--- src/rtl/sv_uart_word_rx.sv ---
// rtl/sv_uart_word_rx.sv - 8N1 UART receiver that packs bytes into DATA_WIDTH-bit stream words
//
// Receives 8N1 bytes on irx and packs them into DATA_WIDTH-bit words, first
// byte in the most significant position. Each word is presented on a
// tdata/tvalid/tready output stream.
//
// Ports:
//   iclk          - clock, rising edge
//   irst          - asynchronous active-high reset
//   irx           - serial line, idle high, asynchronous to iclk
//   idivider      - iclk cycles per bit period, latched at each start bit
//   m_axis_tdata  - assembled word
//   m_axis_tvalid - word valid, held until accepted
//   m_axis_tready - downstream accept
//   oframe_err    - one-cycle pulse when a stop bit is sampled low
//   ooverrun      - one-cycle pulse when a completed word is dropped
module sv_uart_word_rx #(
    parameter int DATA_WIDTH   = 24,
    parameter int RX_PIPE      = 5,
    parameter int TIMEOUT_BITS = 20
) (
    input  logic                  iclk,
    input  logic                  irst,
    input  logic                  irx,
    input  logic [15:0]           idivider,
    output logic [DATA_WIDTH-1:0] m_axis_tdata,
    output logic                  m_axis_tvalid,
    input  logic                  m_axis_tready,
    output logic                  oframe_err,
    output logic                  ooverrun
);

    localparam int BYTES = DATA_WIDTH / 8;
    localparam int BC_W  = $clog2(BYTES + 1);
    // Sized so that TIMEOUT_BITS * 65535 idle cycles never wraps.
    localparam int TO_W  = $clog2(TIMEOUT_BITS * 65535 + 1);

    typedef enum logic [1:0] {
        S_IDLE,
        S_START,
        S_DATA,
        S_STOP
    } state_t;

    state_t                r_state;
    state_t                w_state_next;

    logic [RX_PIPE-1:0]    r_sync;
    logic                  r_rxs_prev;
    logic [15:0]           r_div;
    logic [15:0]           r_cnt;
    logic [2:0]            r_bit_idx;
    logic [7:0]            r_shift;
    logic [DATA_WIDTH-1:0] r_word;
    logic [BC_W-1:0]       r_byte_cnt;
    logic [TO_W-1:0]       r_to_cnt;

    logic                  w_rxs;
    logic                  w_fall;
    logic                  w_expire;
    logic [15:0]           w_div_in;
    logic                  w_start;
    logic                  w_shift_en;
    logic                  w_commit;
    logic                  w_ferr;
    logic [DATA_WIDTH-1:0] w_word_next;
    logic                  w_word_done;
    logic                  w_can_load;
    logic                  w_load;
    logic                  w_overrun;
    logic [TO_W-1:0]       w_to_limit;
    logic                  w_to_hit;

    assign w_rxs    = r_sync[RX_PIPE-1];
    assign w_fall   = r_rxs_prev & ~w_rxs;
    // A counter loaded with N expires N cycles after the load, so samples
    // taken on successive reloads with div are exactly one bit period apart.
    assign w_expire = (r_cnt <= 16'd1);
    // Dividers below 2 cannot place a sample inside the bit; clamp to 2.
    assign w_div_in = (idivider < 16'd2) ? 16'd2 : idivider;

    // ------------------------------------------------------------------
    // FSM: state register
    // ------------------------------------------------------------------
    always_ff @(posedge iclk or posedge irst) begin
        if (irst) begin
            r_state <= S_IDLE;
        end else begin
            r_state <= w_state_next;
        end
    end

    // ------------------------------------------------------------------
    // FSM: next state and per-cycle strobes
    // ------------------------------------------------------------------
    always_comb begin
        w_state_next = r_state;
        w_start      = 1'b0;
        w_shift_en   = 1'b0;
        w_commit     = 1'b0;
        w_ferr       = 1'b0;
        case (r_state)
            S_IDLE: begin
                if (w_fall) begin
                    w_state_next = S_START;
                    w_start      = 1'b1;
                end
            end
            S_START: begin
                // A high line at mid start bit was a glitch: drop silently.
                if (w_expire) begin
                    w_state_next = w_rxs ? S_IDLE : S_DATA;
                end
            end
            S_DATA: begin
                if (w_expire) begin
                    w_shift_en = 1'b1;
                    if (r_bit_idx == 3'd7) begin
                        w_state_next = S_STOP;
                    end
                end
            end
            S_STOP: begin
                if (w_expire) begin
                    w_state_next = S_IDLE;
                    w_commit     = w_rxs;
                    w_ferr       = ~w_rxs;
                end
            end
            default: w_state_next = S_IDLE;
        endcase
    end

    // ------------------------------------------------------------------
    // Line synchronizer and bit timing
    // ------------------------------------------------------------------
    always_ff @(posedge iclk or posedge irst) begin
        if (irst) begin
            r_sync     <= '1;
            r_rxs_prev <= 1'b1;
            r_div      <= 16'd0;
            r_cnt      <= 16'd0;
            r_bit_idx  <= 3'd0;
            r_shift    <= 8'd0;
        end else begin
            r_sync     <= {r_sync[RX_PIPE-2:0], irx};
            r_rxs_prev <= w_rxs;
            if (w_start) begin
                r_div     <= w_div_in;
                r_cnt     <= w_div_in >> 1;
                r_bit_idx <= 3'd0;
            end else if (r_state != S_IDLE) begin
                r_cnt <= w_expire ? r_div : r_cnt - 16'd1;
            end
            if (w_shift_en) begin
                r_shift   <= {w_rxs, r_shift[7:1]};
                r_bit_idx <= r_bit_idx + 3'd1;
            end
        end
    end

    // ------------------------------------------------------------------
    // Word assembly and partial-word timeout
    // ------------------------------------------------------------------
    assign w_word_next = {r_word[DATA_WIDTH-9:0], r_shift};
    assign w_word_done = w_commit && (r_byte_cnt == BC_W'(BYTES - 1));
    assign w_can_load  = !m_axis_tvalid || m_axis_tready;
    assign w_load      = w_word_done && w_can_load;
    assign w_overrun   = w_word_done && !w_can_load;
    assign w_to_limit  = TO_W'(r_div) * TO_W'(TIMEOUT_BITS);
    // A new start bit restarts the idle count rather than expiring it.
    assign w_to_hit    = (r_state == S_IDLE) && (r_byte_cnt != '0) && !w_fall &&
                         ((r_to_cnt + TO_W'(1)) >= w_to_limit);

    always_ff @(posedge iclk or posedge irst) begin
        if (irst) begin
            r_word     <= '0;
            r_byte_cnt <= '0;
            r_to_cnt   <= '0;
        end else begin
            if (w_ferr || w_to_hit) begin
                r_word     <= '0;
                r_byte_cnt <= '0;
            end else if (w_commit) begin
                r_word     <= w_word_next;
                r_byte_cnt <= w_word_done ? '0 : r_byte_cnt + BC_W'(1);
            end
            if (w_fall || (r_state != S_IDLE) || (r_byte_cnt == '0) || w_to_hit) begin
                r_to_cnt <= '0;
            end else begin
                r_to_cnt <= r_to_cnt + TO_W'(1);
            end
        end
    end

    // ------------------------------------------------------------------
    // Output stream and status pulses
    // ------------------------------------------------------------------
    always_ff @(posedge iclk or posedge irst) begin
        if (irst) begin
            m_axis_tdata  <= '0;
            m_axis_tvalid <= 1'b0;
            oframe_err    <= 1'b0;
            ooverrun      <= 1'b0;
        end else begin
            // Loading takes priority so a word completing on a handshake
            // cycle keeps tvalid high without a gap.
            if (w_load) begin
                m_axis_tdata  <= w_word_next;
                m_axis_tvalid <= 1'b1;
            end else if (m_axis_tvalid && m_axis_tready) begin
                m_axis_tvalid <= 1'b0;
            end
            oframe_err <= w_ferr;
            ooverrun   <= w_overrun;
        end
    end

endmodule

--- config.mk ---
export PLATFORM = sky130hd
export DESIGN_NAME = sv_uart_word_rx
export DESIGN_NICKNAME = d
export VERILOG_FILES = /design/src/rtl/sv_uart_word_rx.sv
export SDC_FILE = /design/constraint.sdc
export NUM_CORES = 1
export LEC_CHECK = 0
export ABC_CLOCK_PERIOD_IN_PS = 5100
export CORE_ASPECT_RATIO = 1.5
export CORE_MARGIN = 1
export CORE_UTILIZATION = 40
export DETAILED_ROUTE_END_ITERATION = 12
export PLACE_DENSITY_LB_ADDON = 0.1
export SYNTH_ARGS = -nofsm -noshare
export SYNTH_HDL_FRONTEND = slang
export SYNTH_SLANG_ARGS = --single-unit
export TNS_END_PERCENT = 10
--- constraint.sdc ---
create_clock -name iclk -period 5.1 [get_ports iclk]
set_input_delay 1.02 -clock iclk [delete_from_list [all_inputs] [get_ports iclk]]
set_output_delay 1.02 -clock iclk [all_outputs]
set_load 0.005 [all_outputs]
-- Yosys cells after proc, flatten, opt, wreduce, memory -nomap -nowiden
Index checks and enable logic that the tools add are counted.
- register bits: 117
- input port bits: 20
- output and inout port bits: 27
- word-level logic and storage cells: 87
- add/sub/neg operators: 4
- $mul: 1
- order comparisons: 3
- equal/unequal tests: 10
- muxes and demuxes: 29
- bitwise operators: 2
- reduce and logical (&&, ||, !) cells: 24
- operators with widths (cell ; count):
    16-bit 2-to-1 mux ; 6
    21-bit by 1-bit adder with 21-bit output, second input constant ; 1
    21-bit >= comparator ; 1
    21-bit 2-to-1 mux ; 1
    16-bit by 3-bit multiplier with 19-bit output, second input constant ; 1
    2-bit 2-to-1 mux ; 9
    16-bit by 1-bit less-or-equal comparator with 1-bit output, second input constant ; 1
    16-bit by 2-bit less-than comparator with 1-bit output, second input constant ; 1
    16-bit by 1-bit subtractor with 16-bit output, second input constant ; 1
    2-bit nonzero test ; 6
    1-bit 2-to-1 mux ; 10
    2-bit != test, second input constant ; 5
    2-bit case mux with 4 select lines ; 1
    1-bit logical AND ; 7
    2-bit == test, second input constant ; 3
    3-bit 2-to-1 mux ; 2
    1-bit logical OR ; 5
    5-bit AND reduction ; 1
    2-bit zero test ; 2
    3-bit by 1-bit adder with 3-bit output, second input constant ; 1
    3-bit == test, second input constant ; 1
    1-bit zero test ; 3
    2-bit by 1-bit adder with 2-bit output, second input constant ; 1
    2-bit by 1-bit == test with 1-bit output, second input constant ; 1
    other kinds (2) ; 2

-- Longest topological paths before layout
Gate-level depths: netlist (run 1).
- depth in word-level cells: 7
- mapped depth: 20
- mapped depth without buffers: 19

-- Worst setup path after synthesis (run 1)
Ideal clock, no wire load.
- kind: reg-to-reg
- from: reg r_div[3]
- to: reg r_word[0]
- setup time: 0.065 ns
- data arrival time: 3.678 ns
- path slack: 1.357 ns
- stages on the path, launching flop included: 21
- cells stage by stage: dfrtp_1 ha_1 ha_1 inv_1 fa_1 nor2b_1 o31a_1 o21ai_0 a21boi_0 o21ai_0 nand2b_1 xnor2_1 ha_1 a21o_1 a21o_1 a21oi_1 o211ai_1 o31ai_1 o21a_1 buf_2 a22o_1
- cells in the longest elaborated chain, start to end: 5
- elaborated cells on any way between the ends: 6
- classes of those cells: 1 x mul; 1 x order compare; 1 x mux; 3 x reduce/logical
- RTL lines (what ; RTL line ; source):
    start: declaration ; 50 ; logic [15:0] r_div;
    start signal: assignment ; 149 ; r_div <= w_div_in;
    16-bit by 3-bit multiplier with 19-bit output (*) ; 170 ; assign w_to_limit = TO_W'(r_div) * TO_W'(TIMEOUT_BITS);
    21-bit >= comparator (*) ; 173 ; ((r_to_cnt + TO_W'(1)) >= w_to_limit);
    1-bit logical AND (*) ; 172 ; assign w_to_hit = (r_state == S_IDLE) && (r_byte_cnt != '0) && !w_fall &&
    1-bit logical OR (*) ; 181 ; if (w_ferr || w_to_hit) begin
    16-bit 2-to-1 mux / 2-bit nonzero test (equally long branches) ; - ;
    end signal: assignment ; 185 ; r_word <= w_word_next;
    end: declaration ; 54 ; logic [DATA_WIDTH-1:0] r_word;
Every way passes the cells marked *; elsewhere a longest branch is shown, timed or not.
A chain may end at the register's enable or synchronous reset.

-- Final worst setup path (run 1)
- from: reg r_div[2]
- to: reg r_word[4]
The elaborated chain is that of the path after synthesis.

==> results of run 1 <==
[worst register-to-register path: cells and delay by family (launching register included)]
kind | cells | cell delay [ns]
AO/OA/AOI/OAI | 12 | 2.78
adder cells (fa/ha/maj) | 3 | 0.94
flip-flops | 1 | 0.43
XOR/XNOR | 1 | 0.16
[cells by family after synthesis]
family          Yosys count  share of synthesized area
mux                      34                     0.0598
compound gates          122                      0.130
simple gates            210                      0.161
xor+xnor                 38                     0.0522
fa+ha+maj                54                      0.107
buf+inv                  36                     0.0292
flops                   117                      0.460
[metrics by stage]
stage	worst slack, ns	utilization	cells
floorplan	0.989	-	611
global placement	0.897	0.450	846
detailed placement	0.770	0.450	846
CTS	0.733	0.489	878
global route	0.372	0.489	878
finish	0.739	0.489	878
[cells in the final DEF (no fill, tap or decap), drive strengths merged, types with 12 or more instances in the layout]
cell type      instances
nor2                  44
ha                    53
nand2                 76
a21oi                 22
dfrtp                111
nand3                 13
a22o                  20
xor2                  14
xnor2                 24
clkdlybuf4s50         46
mux2                  33
o21ai                 24
nor3                  12
inv                   15
and3                  20
clkbuf                21
[layout make-up]
class | instances | area share
multi-input combinational | 458 | 0.427
sequential | 117 | 0.384
timing repair buffer | 54 | 0.0682
clock buffer | 21 | 0.0603
tap | 203 | 0.0333
clock inverter | 11 | 0.0197
inverter | 14 | 0.00721
[power groups by stage]
| stage | sequential (W) | clock, W | combinational, W |
|---|---|---|---|
| after floorplan | 0.00119 | 0 | 0.00131 |
| final | 0.00125 | 0.00123 | 0.00165 |
| after global routing | 0.00127 | 0.00130 | 0.00190 |
| after global placement | 0.00125 | 0 | 0.00160 |
| after CTS | 0.00124 | 0.00126 | 0.00166 |
| after detailed placement | 0.00126 | 0 | 0.00164 |
[metal layers]
metal,vias up,track usage
met5,-,0
met4,0,0.0905
met3,26,0.0333
met2,79,0.358
met1,2361,0.235
li1,2310,-
[Yosys cell counts, drive strengths merged, types with 11 or more instances]
| cell | instances | area, um^2 |
|---|---|---|
| a21oi | 22 | 110 |
| a22o | 20 | 175 |
| and3 | 20 | 125 |
| buf | 11 | 92.6 |
| clkbuf | 11 | 41.3 |
| dfrtp | 111 | 2780 |
| ha | 53 | 663 |
| inv | 14 | 52.6 |
| mux2 | 33 | 372 |
| nand2 | 76 | 288 |
| nand3 | 13 | 65.1 |
| nor2 | 44 | 178 |
| nor3 | 12 | 71.3 |
| o21ai | 24 | 120 |
| xnor2 | 24 | 210 |
| xor2 | 14 | 123 |
[state kept, by name, summed over array words and instances (netlist names), named ones only]
register	flops
m_axis_tvalid	1
r_shift	8
ooverrun	1
r_bit_idx	3
r_sync	5
oframe_err	1
r_state	1
r_word	16
r_rxs_prev	1
r_div	16
m_axis_tdata	24
r_to_cnt	21
r_cnt	16
r_byte_cnt	2
[how the worst max path moves through the flow]
stage | startpoint | endpoint | slack [ns]
2_1_floorplan | irst | async pin | 0.99
3_3_place_gp | r_div[2] | r_word[11] | 0.90
3_5_place_dp | r_div[2] | r_word[4] | 0.77
4_1_cts | r_div[2] | r_word[3] | 0.73
5_1_grt | r_div[1] | r_word[6] | 0.37
6_report | r_div[2] | r_word[4] | 0.74
==> run metrics, run 1 <==
status=finished, final reports clean; Max Cap Violations=0; Final Total Pwr=0.00413 W; Sw Share=0.370; Hold Path Stages=0; P_sw=0.00153 W; Seq pwr share=0.303; Seq. cell area=0.00294 mm^2; final setup fails=0; maximum clock rate=229 MHz; CP Launch Type=flop; core region area=0.0156 mm^2; WP depth=16; Critical Path Slowest Stage Cell=o21a_1; yosys warns=0; vias in the first global route=4967; worst hold start=r_sync[3]; Worst VDD drop=251 uV; Critical path buffers and inverters=0; Avg Cell Area, Syn=10.4 um^2; vias per cell=5.44; GRT Total Usage=0.200; largest net degree at the start of global routing=44; area of the multi-input gates=0.00326 mm^2; Post-synth EDFFs=0; worst-path cell chain=ha_1 -> ha_1 -> a21o_1 -> a21oi_1 -> o21ai_0 -> a31oi_1 -> o21ai_0 -> xnor2_1 -> ha_1 -> a21o_1 -> a21o_1 -> a21oi_1 -> o211ai_1 -> o31ai_1 -> o21a_1 -> a22o_1; die area=0.0165 mm^2; Critical Path Sink Type=flop; logic gate share of total power=0.399; Clock transition at path regs=0.05 ns; H-tree levels=4; DRC violations left=0; Critical Path AT=4.71 ns; IO Count=47; Internal=0.00260 W; WS Path Type=flop to flop; Reg2Reg Launch Point=r_div[2]; ant diodes=0; Synth cell types=57; skew final=0.00855 ns; Initial Utilization=0.408; highest metal used=met4; share of layout cells above drive strength 1=0.127; Hold Crit Class=flop to flop; CP max FO=16; Hold Buf Count CTS=0; sink of the worst hold path=r_sync[4]; max incr delay on CP=0.54 ns; RSZ-0062 raised after global routing=no; flops & latches, synth=117; Static Leak=3.60 nW; Syn Nets=685; sequential area share after synthesis=0.460; Crit path max-delay family=compound AO/OA/AOI/OAI gates; setup TNS=0 ns; Die H=157 um; part of the power in the clock network=0.299; reg2reg path depth=16; WP data required=5.45 ns; DR pass1 iterations=4; Placed Area=0.00703 mm^2; max-slew violations=0; CTS tree=built; Mapped Cells=611; Worst R2R Setup Slack=0.74 ns; synth-to-layout area growth=19.7%; DR WL met3=388 um; Least-Margin Pin Slew=1.11 ns; GPL Wtd Cong=0.823; Post-synth top flop=dfrtp_1; fillers=1438; Final Critical Period=4.36 ns; DP HPWL=11100 um; design area=0.00764 mm^2; ys async rst share=1.00; num rows=56; Post-Syn Area=0.00638 mm^2; detailed-route via count=4776; Root Buffer Master=clkbuf_16; Reg-to-Reg End=r_word[4]; WL met2=7790 um; Post-CTS Resized=0; CTS buffer count=17; final hold violations=0; Final ANT Viol Nets=0; antenna violations before repair=0; Port Buffer Count=46; Routed WL=15100 um; Relative slew margins=0.258; # nets final=736; worst hold slack=0.354 ns; 1st-iter DRT viols=255; pwr dens=540 mW/mm^2; crit share post-route=0.855; post-CTS setup repair buffer count=0; Clock Tree Buf Depth=2; grt total ovfl=0; Wirelength per Cell=17.2 um; Die W=105 um; Worst-Skew Late Latency=0.41 ns; global-route wire length before repair=25600 um; clock sink total=117; met1 wire length=6570 um
(Power assumes the default switching activity.)
==> inputs of run 2 (changes only) <==
--- a/config.mk
+++ b/config.mk
@@ -14,4 +14,3 @@
 export SYNTH_ARGS = -nofsm -noshare
 export SYNTH_HDL_FRONTEND = slang
 export SYNTH_SLANG_ARGS = --single-unit
-export TNS_END_PERCENT = 10
==> results of run 2 <==
No change in the layout: final DEF, timing and power equal those of run 1.
